File: src/rtl/vmem_pkg.sv
// Shared types and helpers for the vector load/store stage.
// Fixed geometry: 128-bit vectors moved as four 32-bit beats.
package vmem_pkg;

   localparam int VEC_BITS   = 128;
   localparam int WORD_BITS  = 32;
   localparam int BEATS      = VEC_BITS / WORD_BITS;
   localparam int BEAT_IDX_W = $clog2(BEATS);
   localparam logic [BEAT_IDX_W-1:0] LAST_BEAT = BEAT_IDX_W'(BEATS - 1);

   typedef enum logic [2:0] {
      S_IDLE,
      S_STORE,
      S_LOAD_ISSUE,
      S_LOAD_DRAIN,
      S_WB,
      S_DONE,
      S_ERR
   } vmem_state_t;

   function automatic logic [WORD_BITS-1:0] beat_slice(input logic [VEC_BITS-1:0] vec,
                                                       input logic [BEAT_IDX_W-1:0] idx);
      return vec[int'(idx) * WORD_BITS +: WORD_BITS];
   endfunction

endpackage

File: src/rtl/vec_beat_assembler.sv
// Purpose: collects 32-bit load beats into one vector register, one slot per capture.
// Latency: a captured beat is visible on vec the cycle after cap_en.
// Backpressure: none; every cap_en is written unconditionally.
module vec_beat_assembler
   import vmem_pkg::*;
#(
   parameter int WORD_W = 32
) (
   input  logic                    clk,
   input  logic                    rst,
   input  logic                    cap_en,
   input  logic [BEAT_IDX_W-1:0]   cap_idx,
   input  logic [WORD_W-1:0]       cap_dat,
   output logic [WORD_W*BEATS-1:0] vec
);

   always_ff @(posedge clk) begin
      if (rst) begin
         vec <= '0;
      end else if (cap_en) begin
         vec[int'(cap_idx) * WORD_W +: WORD_W] <= cap_dat;
      end
   end

endmodule

File: src/rtl/vec_mem_unit.sv
// Purpose: vector load/store between pipeline, single-port data memory and vector RF.
// Latency: store 5 cycles to done, load 5+READ_LAT cycles to writeback; busy stalls the pipe.
// Backpressure: start is only honoured in IDLE; VMEM_ALIGN_CHECK_EN adds a 16-byte alignment trap.
module vec_mem_unit
   import vmem_pkg::*;
#(
   parameter int ADDR_W    = 32,
   parameter int WORD_W    = 32,
   parameter int VEC_W     = 128,
   parameter int ADDR_STEP = 4,
   parameter int READ_LAT  = 1
) (
   input  logic              clk,
   input  logic              rst,
   input  logic              start,
   input  logic              is_load,
   input  logic [ADDR_W-1:0] base_addr,
   input  logic [4:0]        rd_in,
   input  logic [VEC_W-1:0]  store_data,
   output logic              busy,
   output logic              done,
   output logic              err,
   output logic [ADDR_W-1:0] mem_addr,
   output logic              mem_we,
   output logic              mem_re,
   output logic [WORD_W-1:0] mem_wdata,
   input  logic [WORD_W-1:0] mem_rdata,
   output logic              wb_en,
   output logic [4:0]        wb_rd,
   output logic [VEC_W-1:0]  wb_data
);

   vmem_state_t             state_q, state_d;
   logic [ADDR_W-1:0]       base_q;
   logic [4:0]              rd_q;
   logic [VEC_W-1:0]        store_q;
   logic [VEC_W-1:0]        wb_hold_q;
   logic [VEC_W-1:0]        asm_vec;
   logic [BEAT_IDX_W-1:0]   beat_q;
   logic [1:0]              drain_q;
   logic [READ_LAT-1:0]     cap_vld_q;
   logic [BEAT_IDX_W-1:0]   cap_idx_q [READ_LAT];
   logic [ADDR_W-1:0]       beat_addr;
   logic                    misaligned;

`ifdef VMEM_ALIGN_CHECK_EN
   assign misaligned = |base_addr[3:0];
`else
   assign misaligned = 1'b0;
`endif

   // Address arithmetic wraps naturally at ADDR_W bits.
   assign beat_addr = base_q + (ADDR_W'(beat_q) * ADDR_W'(ADDR_STEP));

   always_ff @(posedge clk) begin
      if (rst) begin
         state_q   <= S_IDLE;
         base_q    <= '0;
         rd_q      <= '0;
         store_q   <= '0;
         wb_hold_q <= '0;
         beat_q    <= '0;
         drain_q   <= '0;
         cap_vld_q <= '0;
         for (int i = 0; i < READ_LAT; i++) cap_idx_q[i] <= '0;
      end else begin
         state_q <= state_d;
         if (state_q == S_IDLE && start) begin
            base_q  <= base_addr;
            rd_q    <= rd_in;
            store_q <= store_data;
         end
         // Four increments per transfer return the counter to zero for the next one.
         if (state_q == S_STORE || state_q == S_LOAD_ISSUE) beat_q <= beat_q + 1'b1;
         drain_q <= (state_q == S_LOAD_DRAIN) ? drain_q + 2'd1 : 2'd0;
         // Delay line pairs each read issue with its data arriving READ_LAT cycles later.
         cap_vld_q[0] <= (state_q == S_LOAD_ISSUE);
         cap_idx_q[0] <= beat_q;
         for (int i = 1; i < READ_LAT; i++) begin
            cap_vld_q[i] <= cap_vld_q[i-1];
            cap_idx_q[i] <= cap_idx_q[i-1];
         end
         if (state_q == S_WB) wb_hold_q <= asm_vec;
      end
   end

   vec_beat_assembler #(.WORD_W(WORD_W)) u_asm (
      .clk     (clk),
      .rst     (rst),
      .cap_en  (cap_vld_q[READ_LAT-1]),
      .cap_idx (cap_idx_q[READ_LAT-1]),
      .cap_dat (mem_rdata),
      .vec     (asm_vec)
   );

   always_comb begin
      state_d   = state_q;
      busy      = 1'b0;
      done      = 1'b0;
      err       = 1'b0;
      mem_addr  = '0;
      mem_we    = 1'b0;
      mem_re    = 1'b0;
      mem_wdata = '0;
      wb_en     = 1'b0;
      wb_rd     = '0;
      wb_data   = wb_hold_q;
      case (state_q)
         S_IDLE: begin
            if (start) begin
               if (misaligned)   state_d = S_ERR;
               else if (is_load) state_d = S_LOAD_ISSUE;
               else              state_d = S_STORE;
            end
         end
         S_STORE: begin
            busy      = 1'b1;
            mem_we    = 1'b1;
            mem_addr  = beat_addr;
            mem_wdata = beat_slice(store_q, beat_q);
            if (beat_q == LAST_BEAT) state_d = S_DONE;
         end
         S_LOAD_ISSUE: begin
            busy     = 1'b1;
            mem_re   = 1'b1;
            mem_addr = beat_addr;
            if (beat_q == LAST_BEAT) state_d = S_LOAD_DRAIN;
         end
         S_LOAD_DRAIN: begin
            busy = 1'b1;
            if (drain_q == 2'(READ_LAT - 1)) state_d = S_WB;
         end
         S_WB: begin
            busy    = 1'b1;
            done    = 1'b1;
            wb_en   = 1'b1;
            wb_rd   = rd_q;
            wb_data = asm_vec;
            state_d = S_IDLE;
         end
         S_DONE: begin
            busy    = 1'b1;
            done    = 1'b1;
            state_d = S_IDLE;
         end
         S_ERR: begin
            busy    = 1'b1;
            done    = 1'b1;
            err     = 1'b1;
            state_d = S_IDLE;
         end
         default: state_d = S_IDLE;
      endcase
   end

endmodule

File: config.mk
export PLATFORM = sky130hd
export DESIGN_NAME = vec_mem_unit
export DESIGN_NICKNAME = d
export VERILOG_FILES = /design/src/rtl/vmem_pkg.sv /design/src/rtl/vec_beat_assembler.sv /design/src/rtl/vec_mem_unit.sv
export SDC_FILE = /design/constraint.sdc
export NUM_CORES = 1
export LEC_CHECK = 0
export CORE_ASPECT_RATIO = 1.25
export CORE_MARGIN = 5
export CORE_UTILIZATION = 54
export CTS_CLUSTER_DIAMETER = 200
export DETAILED_ROUTE_END_ITERATION = 12
export PLACE_DENSITY = 0.86
export SYNTH_ARGS = -nofsm -noshare
export SYNTH_HDL_FRONTEND = slang
export SYNTH_SLANG_ARGS = --single-unit
File: constraint.sdc
create_clock -name clk -period 8.2 [get_ports clk]
set_input_delay 0.82 -clock clk [delete_from_list [all_inputs] [get_ports clk]]
set_output_delay 0.82 -clock clk [all_outputs]
set_load 0.005 [all_outputs]
==> impl_metrics.csv <==
group,metric,value,unit
drt,routed_via_density,5.65,
sta,clock_skew,11.4,ps
clocking,cts_inserted_buffers,42,
critical_path,startpoint_type,"flop",
placement,gp_congestion,0.897,
drt,avgRoutedWirePerCell,19.4,um
synthesis,synth.most_common_cell,"dfxtp_1",
synthesis,synth-seq-cells,431,
global_route,grt_max_degree,236,
layout,layout.nets,2375,
clocking,cts_tree,"built",
sta,fmax,197,MHz
sta,slew_violations,0,
critical_path,critPathMaxStageDelay,970,ps
hold_path,hp-class,"flop to flop",
synthesis,syn_inst,1841,
sta,grt_setup_unrepaired,"false",
critical_path,crit_arrival,4250,ps
clocking,h-tree-depth,2,
clocking,clock_latency,530,ps
synthesis,synth-seq-area-share,50.4,%
global_route,grt_pass1_vias,14600,
clocking,cts_root_buf,"clkbuf_16",
sta,hold_violations,0,
clocking,cts.path.max_buffers,3,
clocking,path_clk_slew,60,ps
floorplan,initial_core_util,54.3,%
global_route,grt_overflow,0,
synthesis,ys_warn_count,0,
run_status,status,"completed",
critical_path,cp_slowest_cell,"dfxtp_2",
synthesis,synth_edf_count,0,
floorplan,die_w,169,um
floorplan,ios,404,
layout,fin_cells,2609,
synthesis,synth.top_cell.area_share,50.4,%
sta,fin_crit,5070,ps
synthesis,ys_top_cells_by_count,"dfxtp_1, nand2_1, a21oi_1, nor2b_1, nor2_1",
synthesis,syn_nets,2052,
clocking,cts-resized-gates,0,
pwr,vdd_drop_max,0.000165,V
drt,wirelength,50.7,mm
critical_path,worstPathCellList,"inv_1 -> fa_1 -> nand4b_1 -> or4_1 -> a21oi_1 -> clkdlybuf4s50_1",
synthesis,netlist_area,17100,sq um
critical_path,critPathTopFamily,"simple AND/OR/NAND/NOR gates",
drt,drt-pass1-iter-count,6,
drt,via_count,14700,
global_route,grt.total_usage,27.2,%
drt,drtIter0Drc,1481,
global_route,antenna_found_initial,5,
floorplan,core,31500,sq um
synthesis,synth_area_leader_cell,"dfxtp_1",
synthesis,ys_async_sr_fraction,0,%
run,max_cap_violations,0,
pwr,power.leakage,8.47,nW
clocking,cts_hold_buf,0,
sta,final.setup.tns,0,ps
critical_path,crit_buf_inv,2,
sta,maxSlewHeadroom,26.6,%
critical_path,crit_type,"flop to output port",
layout,area_delta_synth_final,32.9,%
critical_path,cp.required,7380,ps
pwr,power,4.82,mW
placement,place_inst,2532,
critical_path,cp-end-kind,"output port",
sta,worst_pin_slew,1100,ps
placement,port_buffers,403,
placement,dpl.hpwl,34.5,mm
synthesis,synth_area_per_cell,9.29,sq um
layout,drive_gt1_share,5.89,%
drt,drc,0,
synthesis,synth_cell_type_count,44,
synthesis,synth_ff_type,"dfxtp_1",
sta,final-setup-viol-count,0,
clocking,cts.sinks,431,
pwr,power_density,212,nW/um^2
synthesis,synthTopCellsByArea,"dfxtp_1, mux2_1, nand2_1",
layout,fillers,2247,
global_route,grt_pass1_wl,78.2,mm
critical_path,crit_fanout,36,
floorplan,design.die.area,35400,sq um
floorplan,dieHeight,209,um
sta,finalCritPeriodShare,61.8,%
drt,ant_nets,0,
floorplan,core.rowCount,73,
clocking,cts_setup_buffers,0,
[worst paths after layout]
check / startpoint / end / slack, ps / cells after the start
max: beat_q[1] / mem_addr[26] / 3130 / 6
min reg2reg: drain_q[0] / drain_q[0] / 430 / 1
min: drain_q[0] / drain_q[0] / 430 / 1
max reg2reg: state_q[2] / wb_hold_q[64] / 4970 / 5
[report_power, final]
| part | leakage, nW | switching [mW] | internal, mW |
|---|---|---|---|
| Combinational | 4.27 | 0.305 | 0.272 |
| Clock | 0.700 | 0.793 | 1.20 |
| Sequential | 3.50 | 0.0752 | 2.18 |
| Total | 8.47 | 1.17 | 3.65 |
[cell usage in the layout, fill, tap and decap left out, drive strengths merged, types with 5 or more instances in the layout]
cell type,count
nand4,8
clkdlybuf4s50,402
or4,12
nor2,150
buf,21
mux2,128
nor3,8
nor4,6
diode,5
nor2b,161
o31ai,10
clkbuf,60
bufinv,5
and2,8
mux4,32
a21oi,181
nand3,13
dfxtp,431
nand2,349
ha,9
inv,13
xnor2,10
a22oi,128
xor2,6
[layout make-up]
type                       count  area, sq um  area share, %
multi-input combinational   1255         7920           34.8
clock buffer                  60         1230           5.41
sequential                   431         8630           37.9
clock inverter                12          195          0.858
tap                          412          515           2.27
inverter                      11         41.3          0.182
antenna                        5         12.5         0.0550
timing repair buffer         423         4200           18.5
[routing by layer]
metal | track usage (%) | vias up | wire length, um
li1 | - | 6906 | -
met4 | 10.0 | 0 | 1710
met2 | 46.2 | 685 | 25000
met3 | 6.81 | 111 | 4570
met5 | 0 | - | 0
met1 | 33.2 | 7045 | 19400
[through the flow]
step	hold slack [ps]	utilization [%]	setup slack [ps]	cell area, sq um
after CTS	442	72.1	3140	22700
after detailed placement	433	67.6	3750	21300
after global placement	409	67.6	3780	21300
after floorplan	401	-	4800	17100
after global routing	456	72.2	2910	22700
final	430	72.2	3130	22700
[cells by family after synthesis]
group	count (synthesis)	synth area share [%]
simple gates	740	20.0
compound gates	325	11.6
fa+ha+maj	10	0.775
buf+inv	155	3.52
xor+xnor	16	0.819
mux	164	12.9
flops	431	50.4
[flip-flops by register name (all words and copies together), names as in the netlist]
name and flops:
u_asm.vec 128, wb_hold_q 128, drain_q 2, store_q 128
state_q 3, rd_q 5, beat_q 2, cap_vld_q 1
base_q 32, cap_idx_q 2
No activity file was read; power rests on OpenSTA's default activity.
